File: src/rtl/pong_round_controller.sv
`default_nettype none
// ============================================================================
//  Module   : pong_round_controller
//  Brief    : Match sequencer for the VGA pong datapath. Walks the game through
//             idle, serve countdown, live play, point celebration and game over.
//             It gates ball/paddle updates and keeps both player scores.
//  Revision : 1.0 - initial release
// ============================================================================
module pong_round_controller #(
    parameter int SERVE_FRAMES = 60,
    parameter int SCORE_FRAMES = 90,
    parameter int WIN_SCORE    = 3,
    parameter int SCORE_W      = 3
) (
    input  logic               clk,
    input  logic               reset,
    input  logic               frame_tick,
    input  logic               start,
    input  logic [2:0]         winner,
    output logic               ball_hold,
    output logic               play_en,
    output logic               paddle_en,
    output logic               flash,
    output logic [SCORE_W-1:0] p1_score,
    output logic [SCORE_W-1:0] p2_score,
    output logic               game_over,
    output logic [1:0]         champion,
    output logic [2:0]         state
);

    // The timer only has to reach the longer hold minus one. It is kept at
    // least 4 bits wide so that the celebration blink can always use bit 3.
    localparam int c_TMAX    = (SERVE_FRAMES > SCORE_FRAMES) ? SERVE_FRAMES : SCORE_FRAMES;
    localparam int c_TW_RAW  = $clog2(c_TMAX);
    localparam int c_TW      = (c_TW_RAW < 4) ? 4 : c_TW_RAW;

    localparam logic [c_TW-1:0]    c_SERVE_LAST = c_TW'(SERVE_FRAMES - 1);
    localparam logic [c_TW-1:0]    c_SCORE_LAST = c_TW'(SCORE_FRAMES - 1);
    localparam logic [SCORE_W-1:0] c_WIN        = SCORE_W'(WIN_SCORE);

    localparam logic [2:0] c_IDLE     = 3'd0;
    localparam logic [2:0] c_SERVE    = 3'd1;
    localparam logic [2:0] c_PLAY     = 3'd2;
    localparam logic [2:0] c_SCORED   = 3'd3;
    localparam logic [2:0] c_GAMEOVER = 3'd4;

    logic [2:0]         r_state;
    logic [2:0]         w_nextState;
    logic [c_TW-1:0]    r_timer;
    logic [SCORE_W-1:0] r_p1Score;
    logic [SCORE_W-1:0] r_p2Score;
    logic [1:0]         r_champion;
    logic               r_startQ;

    logic               w_startPulse;
    logic               w_p1Point;
    logic               w_p2Point;
    logic [SCORE_W-1:0] w_p1Inc;
    logic [SCORE_W-1:0] w_p2Inc;

    // A held button yields a single pulse; points only count on a frame tick.
    assign w_startPulse = start & ~r_startQ;
    assign w_p1Point    = frame_tick && (winner == 3'd1);
    assign w_p2Point    = frame_tick && (winner == 3'd2);
    assign w_p1Inc      = r_p1Score + 1'b1;
    assign w_p2Inc      = r_p2Score + 1'b1;

    // State register.
    always_ff @(posedge clk) begin
        if (reset) begin
            r_state <= c_IDLE;
        end else begin
            r_state <= w_nextState;
        end
    end

    // Next-state decode. Unused encodings fall back to IDLE.
    always_comb begin
        w_nextState = r_state;
        case (r_state)
            c_IDLE: begin
                if (w_startPulse) w_nextState = c_SERVE;
            end
            c_SERVE: begin
                if (frame_tick && (r_timer == c_SERVE_LAST)) w_nextState = c_PLAY;
            end
            c_PLAY: begin
                if (w_p1Point) begin
                    w_nextState = (w_p1Inc == c_WIN) ? c_GAMEOVER : c_SCORED;
                end else if (w_p2Point) begin
                    w_nextState = (w_p2Inc == c_WIN) ? c_GAMEOVER : c_SCORED;
                end
            end
            c_SCORED: begin
                if (frame_tick && (r_timer == c_SCORE_LAST)) w_nextState = c_SERVE;
            end
            c_GAMEOVER: begin
                if (w_startPulse) w_nextState = c_SERVE;
            end
            default: w_nextState = c_IDLE;
        endcase
    end

    // Frame timer, button history, scores and champion. The timer only runs
    // in the two timed holds and restarts from zero on every state change.
    always_ff @(posedge clk) begin
        if (reset) begin
            r_startQ   <= 1'b0;
            r_timer    <= '0;
            r_p1Score  <= '0;
            r_p2Score  <= '0;
            r_champion <= 2'd0;
        end else begin
            r_startQ <= start;

            if (w_nextState != r_state) begin
                r_timer <= '0;
            end else if (frame_tick && ((r_state == c_SERVE) || (r_state == c_SCORED))) begin
                r_timer <= r_timer + 1'b1;
            end

            case (r_state)
                c_IDLE, c_GAMEOVER: begin
                    if (w_startPulse) begin
                        r_p1Score  <= '0;
                        r_p2Score  <= '0;
                        r_champion <= 2'd0;
                    end
                end
                c_PLAY: begin
                    if (w_p1Point) begin
                        r_p1Score <= w_p1Inc;
                        if (w_p1Inc == c_WIN) r_champion <= 2'd1;
                    end else if (w_p2Point) begin
                        r_p2Score <= w_p2Inc;
                        if (w_p2Inc == c_WIN) r_champion <= 2'd2;
                    end
                end
                default: ;
            endcase
        end
    end

    // Moore output decode from registered state and timer only.
    always_comb begin
        ball_hold = 1'b1;
        play_en   = 1'b0;
        paddle_en = 1'b0;
        flash     = 1'b0;
        game_over = 1'b0;
        case (r_state)
            c_SERVE: begin
                paddle_en = 1'b1;
            end
            c_PLAY: begin
                ball_hold = 1'b0;
                play_en   = 1'b1;
                paddle_en = 1'b1;
            end
            c_SCORED: begin
                flash = r_timer[3];
            end
            c_GAMEOVER: begin
                game_over = 1'b1;
            end
            default: ;
        endcase
    end

    assign p1_score = r_p1Score;
    assign p2_score = r_p2Score;
    assign champion = r_champion;
    assign state    = r_state;

endmodule
`default_nettype wire

File: config.mk
export PLATFORM = sky130hd
export DESIGN_NAME = pong_round_controller
export DESIGN_NICKNAME = d
export VERILOG_FILES = /design/src/rtl/pong_round_controller.sv
export SDC_FILE = /design/constraint.sdc
export NUM_CORES = 1
export LEC_CHECK = 0
export CAP_MARGIN = 40
export CELL_PAD_IN_SITES_DETAIL_PLACEMENT = 1
export CELL_PAD_IN_SITES_GLOBAL_PLACEMENT = 2
export CORE_UTILIZATION = 35
export CTS_BUF_LIST = sky130_fd_sc_hd__clkbuf_8
export DETAILED_ROUTE_END_ITERATION = 8
export PLACE_DENSITY = 0.88
export SYNTH_ARGS = -nofsm -noshare
export SYNTH_HDL_FRONTEND = slang
export SYNTH_SLANG_ARGS = --single-unit
File: constraint.sdc
create_clock -name clk -period 2.56 [get_ports clk]
set_input_delay 0.384 -clock clk [delete_from_list [all_inputs] [get_ports clk]]
set_output_delay 0.384 -clock clk [all_outputs]
set_load 0.1 [all_outputs]
# After elaboration in Yosys (flattened, before gate mapping)
# Cells that the tools add are included.
word_totals:
  inputBits: 7
  regBits: 19
  out_inout_bits: 16
op_classes:
  eq_ne: 18
  add_sub_neg: 3
  n_bitwise: 2
  n_reduce_logical: 14
  mux: 25
ops:
  columns: ["cell", "count"]
  rows:
  - ["$mux 3", 11]
  - ["$eq 3x2->1 const B", 5]
  - ["$pmux 3 s2", 2]
  - ["$pmux 3 s4", 1]
  - ["$mux 2", 5]
  - ["$ne 3x3->1 const B", 3]
  - ["$add 7x1->7 const B", 1]
  - ["$eq 7x6->1 const B", 1]
  - ["$eq 7x7->1 const B", 1]
  - ["$add 3x1->3 const B", 2]
  - ["$eq 3x1->1 const B", 2]
  - ["$ne 2x2->1 const B", 3]
  - ["$reduce_or 2->1", 3]
  - ["$logic_and 1x1->1", 5]
  - ["$mux 1", 5]
  - ["$reduce_and 5->1", 1]
  - ["$pmux 2 s2", 1]
  - ["$reduce_and 4->1", 1]
  - ["$eq 3x3->1 const B", 1]
  - ["$logic_not 3->1", 1]
  - ["$ne 3x3->1", 1]
  - ["$reduce_and 3->1", 1]
  - ["$ne 2x1->1 const B", 1]
  - ["$reduce_bool 2->1", 1]
  - ["3 further kinds", 3]

# Longest topological paths before layout
depth:
  ltp_word: 8
  depth_mapped: 6
  depth_no_buf: 6

# Least setup slack after synthesis
# No wires, ideal clock.
synth_path:
  path_kind: "register to output"
  start: "register r_state[0] (netlist: state[0])"
  end: "output paddle_en"
  n_path_buf: 1
  t_arrival_ns: 2.635
  stages_incl_launch_ff: 4
  setup_slack_ns: -0.459
  path_cell_list: "dfxtp_1 buf_2 xnor2_1 nor2_1"
synth_between:
  elab_chain_cells: 3
synth_lines:
  columns: ["item", "line_no", "text"]
  rows:
  - ["from (decl)", "47", "logic [2:0] r_state;"]
  - ["from (signal assigned)", "71", "r_state <= c_IDLE;"]
  - ["from (signal assigned)", "73", "r_state <= w_nextState;"]
  - ["$eq 3x1->1 / $eq 3x2->1 (equally long branches)", "151", "case (r_state)"]
  - ["$reduce_or 2->1 (no line) *", null, null]
  - ["$mux 1 *", "151", null]
  - ["to (decl)", "22", "output logic paddle_en,"]
# Every way passes the cells marked *; elsewhere a longest branch is shown, timed or not.

# Worst setup path in the final report
layout_path:
  start: "input frame_tick"
  end: "register r_timer[1]"
layout_between:
  elab_chain_cells: 6
layout_lines:
  columns: ["item", "line_no", "text"]
  rows:
  - ["from (decl)", "17", "input logic frame_tick,"]
  - ["$logic_and 1x1->1", "64", "assign w_p2Point = frame_tick && (winner == 3'd2);"]
  - ["$mux 3", "90", "end else if (w_p2Point) begin"]
  - ["$mux 3", "88", "if (w_p1Point) begin"]
  - ["$pmux 3 s4", "80", "case (r_state)"]
  - ["$ne 3x3->1", "116", "if (w_nextState != r_state) begin"]
  - ["$reduce_or 2->1 (no line)", null, null]
  - ["to (signal assigned)", "119", "r_timer <= r_timer + 1'b1;"]
  - ["to (decl)", "49", "logic [c_TW-1:0] r_timer;"]
# Several ways; a longest one is shown, not always the timed one.
# A chain may end at the register's enable or synchronous reset.

==> results.toml <==
[cells_and_area]
final_util = 0.461
diodes = 0
stdcell_count = 211
nNetsFinal = 179
area_delta_synth_final_pct = 23.1
fillers = 430
drive_above_1_share = 0.242

[timing]
final-hold-violation-count = 0
drv_slew = 0
fin_skew_ns = 0.00274
worst_pin_slew_ns = 0.718
timing.fmax_mhz = 493
finalCritPeriodShare = 0.792
totalNegativeSetupSlack_ns = 0
rsz0062_at_grt = "no"
setup_viol_count_final = 0
relSlewSlack = 0.520
fin_ws_ns = 0.532
period_minus_slack_ns = 2.03

[drt]
first_iter_violations = 31
drc = 0
first_pass_iters = 4
postRouteAntennaNets = 0
wl_per_cell_um = 15.4
via_per_inst = 5.54
vias = 1169
wl_um = 3250

[clock_tree]
cts.sinks = 19
cts_tree = "built"
cts-root-buf = "clkbuf_8"
cts_setup_buffers = 0
h-tree-depth = 1
hold_buffers = 0
ctsResizeCount = 0
clk_transition_reported_paths_ns = 0.07
clk_path_buf_depth = 2
clk-insertion-delay-late_ns = 0.25
numCtsBuffers = 3

[setup_path]
cp_cell_sequence = "clkdlybuf4s50_1 > and4bb_2 > nand3_2 > a311oi_2 > nor4_1"
required_ns = 2.68
critPathLaunchType = "input pin"
crit_path_top_delay_cell = "clkdlybuf4s50_1"
worstSetupPathType = "in2reg"
cpPeakStageDelay_ns = 0.62
cp-end-kind = "register"
rrSetupSlack_ns = 0.63
cp_max_fo = 9
crit_arrival_ns = 2.15

[job]
cap_violations = 0

[run_status]
run_status = "finished clean"

[global_routing]
grt_start_max_net_pins = 22
antenna_found_initial = 0
first_global_vias = 1155
grt_overflow = 0
grt_pass1_wl_um = 5530
grt_usage = 0.173

[synthesis]
synth.cell_area_um2 = 1280
yosys_warnings = 0
synth_edf_count = 0
synth_seq_cells = 19
synth.avg_cell_area_um2 = 9.01
synth-main-ff-cell = "dfxtp_1"
ys_seq_area_frac = 0.297
synth_area_leaders = "dfxtp_1, ha_1, a21oi_1"
synthArstFlopShare = 0
synth_cells = 142
synth_top_area_cell = "dfxtp_1"
post-synth-top-area-fraction = 0.297
syn-num-nets = 155
ys_types = 52

[floorplan]
die_area_um2 = 3900
io_pins = 23
std_cell_rows = 21
die_x_um = 62.5
die_y_um = 62.5
start_util = 0.375
coreArea_um2 = 3420

[worst_hold_path]
min_path_type = "reg2reg"

[power]
p_leak_nw = 0.575
power.density_nw_per_um2 = 377
vdd_drop_max_uv = 229

[placed_design]
dp_cells = 207
preCtsSetupSlack_ns = 0.275
post-dp-hpwl_um = 2470
place_congestion = 0.757
io_buffers = 22
## final timing paths
check | endpoint | start | depth (start not counted)
worst max register to register | r_timer[1]$_SDFFE_PP0P_ | state[2]$_SDFF_PP0_ | 4
worst min-delay path | champion[1]$_SDFFE_PP0P_ | champion[1]$_SDFFE_PP0P_ | 2
worst min register to register | champion[1]$_SDFFE_PP0P_ | champion[1]$_SDFFE_PP0P_ | 2
worst max-delay path | r_timer[1]$_SDFFE_PP0P_ | frame_tick | 5
## flip-flops by register name, indices dropped and copies added (netlist names)
name	count
r_timer	7
p2_score	3
champion	2
r_startQ	1
state	3
p1_score	3
## where the power goes
part	leakage [nW]	switching, mW	internal, mW
logic	0.396	0.0563	0.0303
clock network	0.0255	0.0990	0.108
registers	0.154	0.00225	0.298
total	0.575	0.158	0.437
## per-layer routing
| layer | up-vias | share of wire | wire, um | GRT usage |
|---|---|---|---|---|
| li1 | 586 | - | - | - |
| met1 | 555 | 0.49 | 1590 | 0.234 |
| met2 | 24 | 0.47 | 1540 | 0.292 |
| met3 | 4 | 0.031 | 101 | 0.0201 |
| met4 | 0 | 0.0052 | 17 | 0.0436 |
| met5 | - | 0 | 0 | 0 |
## synth_stat cells, drive strengths merged, types with 3 or more instances
cell / instances
inv: 6
nor4: 7
o21ai: 5
dfxtp: 19
a211oi: 5
nand3: 6
ha: 6
nand2b: 3
nand4b: 4
nor2: 10
a21oi: 9
a31oi: 3
nand3b: 4
nor2b: 4
nand4: 4
xnor2: 5
buf: 5
## worst max-delay path: cells and delay by family
kind | cells | cell delay, ns
and+or+nand+nor | 3 | 0.64
buffers and inverters | 1 | 0.62
AOI/OAI and AO/OA | 1 | 0.50
## stage by stage
| step | hold slack, ns | total power [mW] | instance area (um2) |
|---|---|---|---|
| 4_1_cts | 0.496 | 0.602 | 1580 |
| 2_1_floorplan | 0.512 | 0.367 | 1280 |
| 6_report | 0.489 | 0.594 | 1580 |
| 3_3_place_gp | 0.476 | 0.392 | 1530 |
| 3_5_place_dp | 0.483 | 0.394 | 1530 |
| 5_1_grt | 0.519 | 0.621 | 1580 |
## cells by family after synthesis
logic type / synth area share
simple gates: 0.321
compound gates: 0.201
flops: 0.297
buf+inv: 0.0616
xor+xnor: 0.0528
fa+ha+maj: 0.0586
mux: 0.00782
## final cells by class
class / count / area (um2) / area share
Inverter: 7 / 31.3 / 0.0199
Clock inverter: 1 / 5.00 / 0.00318
Sequential cell: 19 / 380 / 0.241
Multi-Input combinational cell: 109 / 825 / 0.523
Timing Repair Buffer: 26 / 235 / 0.149
Tap cell: 46 / 57.6 / 0.0365
Clock buffer: 3 / 41.3 / 0.0262
## layout by cell type, fill, tap and decap left out, types with 3 or more instances in the layout
cell              n
nand3_1           4
nand4b_1          4
clkdlybuf4s50_1   6
a21oi_1           9
nand2b_1          3
o21ai_0           4
xnor2_1           3
clkbuf_8          3
dfxtp_1          19
inv_1             5
nand3b_1          4
a31oi_1           3
buf_4            18
nor2b_1           4
ha_1              6
a211oi_1          3
nor4_1            7
nor2_1            9
nand4_1           4
No activity file was read; power rests on OpenSTA's default activity.
